## src/rtl/tape_recorder.sv

```systemverilog
// Cassette capture path: decodes the MC-10 tape square wave into bytes by full-period
// measurement and queues them, with incrementing SDRAM addresses, for the SDRAM writer.
module tape_recorder #(
    parameter int          FILT_LEN   = 64,
    parameter int          MIN_PERIOD = 4000,
    parameter int          BIT_THRESH = 26667,
    parameter int          TIMEOUT    = 106667,
    parameter int          FIFO_DEPTH = 16,
    parameter logic [22:0] BASE_ADDR  = 23'h040000
) (
    input  logic        clk_video,
    input  logic        reset,
    input  logic        rec_en,
    input  logic        tape_in,
    output logic        wr_req,
    output logic [7:0]  wr_data,
    output logic [22:0] wr_addr,
    input  logic        wr_ack,
    output logic [15:0] byte_count,
    output logic        overflow,
    output logic        active
);

    localparam int              FCW       = $clog2(FILT_LEN) + 1;
    localparam int              AW        = $clog2(FIFO_DEPTH);
    localparam logic [FCW-1:0]  FILT_LAST = FCW'(FILT_LEN - 1);
    localparam logic [16:0]     MIN_C     = 17'(MIN_PERIOD);
    localparam logic [16:0]     THR_C     = 17'(BIT_THRESH);
    localparam logic [16:0]     TMO_C     = 17'(TIMEOUT);

    typedef enum logic [1:0] {
        ST_IDLE    = 2'd0,
        ST_SYNC    = 2'd1,
        ST_MEASURE = 2'd2
    } state_t;

    logic           tape_s1_r, tape_s2_r;
    logic           filt_r;
    logic [FCW-1:0] filt_cnt_r;
    logic           rise_s;
    state_t         state_r;
    logic [16:0]    per_cnt_r;
    logic [2:0]     bit_cnt_r;
    logic [7:0]     shift_r;
    logic [7:0]     next_shift_s;
    logic           push_r;
    logic [7:0]     push_data_r;
    logic           rec_en_d_r;
    logic           start_s;
    logic           flush_s;
    logic [AW:0]    wptr_r, rptr_r;
    logic [AW:0]    count_s;
    logic           empty_s, full_s, pop_s, push_ok_s;
    logic [7:0]     mem_r [FIFO_DEPTH];
    logic [22:0]    wr_addr_r;
    logic [15:0]    byte_count_r;
    logic           overflow_r;

    // The filtered level flips on the FILT_LEN-th consecutive cycle of disagreement,
    // so a rising edge is exactly that flip from 0 to 1.
    assign rise_s       = tape_s2_r & ~filt_r & (filt_cnt_r == FILT_LAST);
    assign next_shift_s = {(per_cnt_r < THR_C), shift_r[7:1]};
    assign start_s      = rec_en & ~rec_en_d_r;
    assign flush_s      = (state_r == ST_IDLE) & start_s;

    // Two-stage synchronizer followed by the stability filter.
    always_ff @(posedge clk_video) begin
        if (reset) begin
            tape_s1_r  <= 1'b0;
            tape_s2_r  <= 1'b0;
            filt_r     <= 1'b0;
            filt_cnt_r <= '0;
        end else begin
            tape_s1_r <= tape_in;
            tape_s2_r <= tape_s1_r;
            if (tape_s2_r != filt_r) begin
                if (filt_cnt_r == FILT_LAST) begin
                    filt_r     <= tape_s2_r;
                    filt_cnt_r <= '0;
                end else begin
                    filt_cnt_r <= filt_cnt_r + 1'b1;
                end
            end else begin
                filt_cnt_r <= '0;
            end
        end
    end

    // Recording FSM, period counter and LSB-first byte assembly.
    always_ff @(posedge clk_video) begin
        if (reset) begin
            state_r     <= ST_IDLE;
            per_cnt_r   <= '0;
            bit_cnt_r   <= 3'd0;
            shift_r     <= 8'h00;
            push_r      <= 1'b0;
            push_data_r <= 8'h00;
            rec_en_d_r  <= 1'b0;
        end else begin
            rec_en_d_r <= rec_en;
            push_r     <= 1'b0;
            if (per_cnt_r != TMO_C) begin
                per_cnt_r <= per_cnt_r + 17'd1;
            end
            if (!rec_en) begin
                state_r   <= ST_IDLE;
                per_cnt_r <= '0;
                bit_cnt_r <= 3'd0;
                shift_r   <= 8'h00;
            end else begin
                case (state_r)
                    ST_IDLE: begin
                        per_cnt_r <= '0;
                        bit_cnt_r <= 3'd0;
                        shift_r   <= 8'h00;
                        if (start_s) begin
                            state_r <= ST_SYNC;
                        end else begin
                            state_r <= ST_IDLE;
                        end
                    end
                    ST_SYNC: begin
                        if (rise_s) begin
                            per_cnt_r <= '0;
                            state_r   <= ST_MEASURE;
                        end else begin
                            state_r <= ST_SYNC;
                        end
                    end
                    ST_MEASURE: begin
                        // A gap wins over a coincident edge: the partial byte is dropped.
                        if (per_cnt_r == TMO_C) begin
                            bit_cnt_r <= 3'd0;
                            state_r   <= ST_SYNC;
                        end else if (rise_s && (per_cnt_r >= MIN_C)) begin
                            per_cnt_r <= '0;
                            shift_r   <= next_shift_s;
                            bit_cnt_r <= bit_cnt_r + 3'd1;
                            if (bit_cnt_r == 3'd7) begin
                                push_r      <= 1'b1;
                                push_data_r <= next_shift_s;
                            end else begin
                                push_r <= 1'b0;
                            end
                        end else begin
                            state_r <= ST_MEASURE;
                        end
                    end
                    default: begin
                        state_r <= ST_IDLE;
                    end
                endcase
            end
        end
    end

    assign count_s   = wptr_r - rptr_r;
    assign empty_s   = (wptr_r == rptr_r);
    assign full_s    = count_s[AW];
    assign pop_s     = wr_ack & ~empty_s;
    // A pop in the same cycle frees the slot, so a push into a full FIFO still succeeds.
    assign push_ok_s = push_r & (~full_s | pop_s);

    // FIFO pointers, write address, accepted-byte counter and sticky overflow.
    always_ff @(posedge clk_video) begin
        if (reset || flush_s) begin
            wptr_r       <= '0;
            rptr_r       <= '0;
            wr_addr_r    <= BASE_ADDR;
            byte_count_r <= 16'h0000;
            overflow_r   <= 1'b0;
        end else begin
            if (push_ok_s) begin
                wptr_r <= wptr_r + 1'b1;
            end else if (push_r) begin
                overflow_r <= 1'b1;
            end
            if (pop_s) begin
                rptr_r    <= rptr_r + 1'b1;
                wr_addr_r <= wr_addr_r + 23'd1;
                if (byte_count_r != 16'hFFFF) begin
                    byte_count_r <= byte_count_r + 16'd1;
                end
            end
        end
    end

    // FIFO storage; contents need no reset because reads are gated by empty.
    always_ff @(posedge clk_video) begin
        if (push_ok_s && !flush_s && !reset) begin
            mem_r[wptr_r[AW-1:0]] <= push_data_r;
        end
    end

    assign wr_req     = ~empty_s;
    assign wr_data    = empty_s ? 8'h00 : mem_r[rptr_r[AW-1:0]];
    assign wr_addr    = wr_addr_r;
    assign byte_count = byte_count_r;
    assign overflow   = overflow_r;
    assign active     = (state_r == ST_MEASURE);

endmodule

```

## config.mk

```make
export PLATFORM = sky130hd
export DESIGN_NAME = tape_recorder
export DESIGN_NICKNAME = d
export VERILOG_FILES = /design/src/rtl/tape_recorder.sv
export SDC_FILE = /design/constraint.sdc
export NUM_CORES = 1
export LEC_CHECK = 0
export BUFFER_PORTS_ARGS = -buffer_cell sky130_fd_sc_hd__buf_4
export CAP_MARGIN = 10
export CORE_MARGIN = 10
export CORE_UTILIZATION = 48
export CTS_CLUSTER_SIZE = 40
export DETAILED_ROUTE_END_ITERATION = 10
export PLACE_DENSITY = 0.68
export SETUP_SLACK_MARGIN = 0.15
export SYNTH_ARGS = -nofsm -noshare
export SYNTH_HDL_FRONTEND = slang
export SYNTH_SLANG_ARGS = --single-unit
export TNS_END_PERCENT = 5
```

## constraint.sdc

```tcl
create_clock -name clk_video -period 2.9 [get_ports clk_video]
set_clock_uncertainty 0.15 [all_clocks]
set_input_delay 0.435 -clock clk_video [delete_from_list [all_inputs] [get_ports clk_video]]
set_output_delay 0.435 -clock clk_video [all_outputs]
set_load 0.01 [all_outputs]
```

==> run metrics <==
Seq/Total Area, Yosys=roughly three fifths; Hold WC Path Type=input port to flop; Clock Path Buffers=3; WHS Endpoint=push_data_r[0]$_SDFFE_PP0P_; mean post-synth cell area=roughly 13 sq um; CTS clk-pin slew, worst paths=60 ps; r2r setup slk=about 280 ps; critical-path maximum fanout=8; Slew headroom=a little over two fifths; drc violations=0; Post-CTS Setup Repair Bufs=0; peak supply drop=between 0.3 and 0.4 mV; Final Hold Fails=0; setup ws final=-128.0 ps; Port Buffer Count=54; DR pass1 iterations=5; Worst setup SP type=flop; Hold Path Depth=2; Die Y-Extent=about 160 um; row count=52; max capacitance violation total=0; fin. max-slew vios=0; CTS Buf Count=25; Worst setup EP type=output port; hold path startpoint=reset; reg2reg start=wptr_r[1]$_SDFFE_PP0P_; DP HPWL=between 10,000 and 15,000 um; crit path time final=3028 ps; largest net degree at the start of global routing=45; RSZ-0062 raised after global routing=true; ANT nets after route=0; EDFF count, synth=128; Fmax=between 300 and 400 MHz; num ports=between 50 and 60; total grt overflow=0; Fillers=roughly 1,600; vias=about 6,100; final setup violation count=8; most frequent cells in the layout=edfxtp_1, dfxtp_1, nor2_1; ANT cells=0; core area=approximately 0.02 sq mm; Unique masters post-synth=between 50 and 60; synthesized netlist cell count=730; CTS Root Cell=clkbuf_16; starting DRC count in detailed routing=approximately 460; wire length per cell=19.73 um; H-Tree Depth=1; Total Power=about 6.4 mW; Synth Flop Type=edfxtp_1; Hold WS=approximately 110 ps; total global-route track usage=16.33%; Slew @ Worst Pin=approximately 870 ps; Async SR Flop Fraction=0%; Initial Util=approximately half; Crit Path Category=flop to output port; area grow syn2layout=16.62%; Routed WL=roughly 22,000 um; power per cell area=~570 mW/mm^2; Sink Count=approximately 230; post-layout util=between 50% and 60%; Final period util=104.4%; vias in the first global route=around 6,300; most common cell after layout, fill and taps aside=edfxtp_1; synth warn=0; worst reg2reg path depth=8; layout cells sized above 1=21.65%; final setup TNS=-857.4 ps; first-pass GRT wire length=34,560 um; failing checks=negative setup slack; status=finished, violations left; leakage power=4.154 nW; Die Area=between 0.02 and 0.03 sq mm; WP data required=2320 ps; Synth Register Bits=about 230; Worst Path Arrival=2440 ps; Die W=162.3 um; Placer Congestion=~0.83; final instance count without filler cells=roughly 1,100; Mapped Nets=~750; CTS tree=yes; worst flop-to-flop path endpoint=mem_r[0][7]$_DFFE_PP_; nets@finish=approximately 830; later-pin clock latency in the skew report=~510 ps; Placed Cells incl. Taps=between 1,000 and 1,500; Post-Syn Area=roughly 0.01 sq mm; via/cell ratio=5.616; initial antenna violation count=0
[power by group]
| part | total, mW | internal [mW] | switching, mW |
|---|---|---|---|
| Combinational | 0.0500 | 0.0152 | 0.0348 |
| Clock | 2.97 | 1.72 | 1.24 |
| Sequential | 3.42 | 3.42 | 0.00283 |
| Total | 6.44 | 5.16 | 1.28 |
[synthesized netlist by cell type (all sizes together), types with 6 or more instances]
| cell | number | area, sq um |
|---|---|---|
| nand3 | 23 | 115.1 |
| o211ai | 6 | 45.04 |
| nand2 | 35 | 133.9 |
| and4 | 9 | 78.83 |
| nor2 | 84 | 317.8 |
| mux4 | 40 | 900.9 |
| mux2i | 14 | 140.1 |
| or3 | 7 | 43.79 |
| clkbuf | 12 | 45.04 |
| xnor2 | 45 | 394.1 |
| edfxtp | 128 | 3844 |
| nand4 | 16 | 106.4 |
| a22o | 10 | 87.58 |
| ha | 17 | 212.7 |
| nor2b | 14 | 87.58 |
| and3 | 22 | 137.6 |
| inv | 22 | 82.58 |
| nor3 | 17 | 85.08 |
| nor4 | 17 | 142.6 |
| a21oi | 14 | 70.07 |
| o21ai | 11 | 62.56 |
| xor2 | 13 | 121.4 |
| dfxtp | 103 | 2062 |
| buf | 14 | 75.07 |
[per-stage QoR]
stage,worst slack [ps],area (sq um)
CTS,-141.0,11300
detailed placement,150.3,10490
finish,-128.0,11340
global route,-176.9,11340
global placement,287.3,10490
floorplan,215.0,9726
[sequential cells by signal (all words and copies together) (netlist names), 2 cells and up, named ones only]
register	count
filt_cnt_r	7
state_r	2
push_data_r	8
per_cnt_r	17
mem_r	128
shift_r	7
wptr_r	5
wr_addr	23
bit_cnt_r	3
rptr_r	5
byte_count	16
[cell families after synthesis]
| family | Yosys count | synth area share (%) |
|---|---|---|
| and+or+nand+nor | 265 | 14.52 |
| DFF | 231 | 60.72 |
| muxes | 55 | 10.82 |
| buffers and inverters | 48 | 2.084 |
| adders and majority gates | 17 | 2.187 |
| xor gates and xnor gates | 58 | 5.300 |
| AOI/OAI and AO/OA | 56 | 4.361 |
[area by class of cell]
type | count | area [sq um] | share of cell area (%)
clock inverter | 13 | 96.34 | 0.8494
multi-input combinational | 451 | 3637 | 32.07
sequential | 231 | 5911 | 52.11
inverter | 22 | 82.58 | 0.7281
clock buffer | 31 | 669.4 | 5.902
timing repair buffer | 74 | 608.1 | 5.361
tap | 270 | 337.8 | 2.978
[what timing repair did]
action / 4_1_cts / 5_1_grt
pin swaps: 1 / 1
cloned: 1 / 1
hold buffers: 1 / 0
hold endpoints to repair: 1 / 0
endpoints found under the setup margin: 33 / 137
gates resized for setup: 5 / 10
[routing by layer]
| layer | global-route usage [%] | routed length (um) |
|---|---|---|
| met2 | 26.86 | 10450 |
| met3 | 4.323 | 1529 |
| met4 | 4.508 | 389 |
| met5 | 0 | 0 |
| met1 | 20.89 | 9181 |
[worst max-delay path: stages (launching register included)]
cell	delay (ps)
dfxtp_4	430
clkbuf_16	200
mux4_2	550
mux4_2	470
nor2b_1	140
buf_4	140
[worst max-delay path by stage]
stage                     slack (ps)              startpoint  depth (start not counted)                     end
after floorplan                  220  wptr_r[0]$_SDFFE_PP0P_                          8   mem_r[4][0]$_DFFE_PP_
after global placement           290  wptr_r[0]$_SDFFE_PP0P_                          8   mem_r[2][0]$_DFFE_PP_
after detailed placement         150  wptr_r[0]$_SDFFE_PP0P_                          8  mem_r[11][5]$_DFFE_PP_
after CTS                       -140                    flop                          5              wr_data[4]
after global routing            -180                    flop                          5              wr_data[7]
final                           -130                    flop                          5              wr_data[2]
Note: power is estimated with default switching activity, not from simulation.
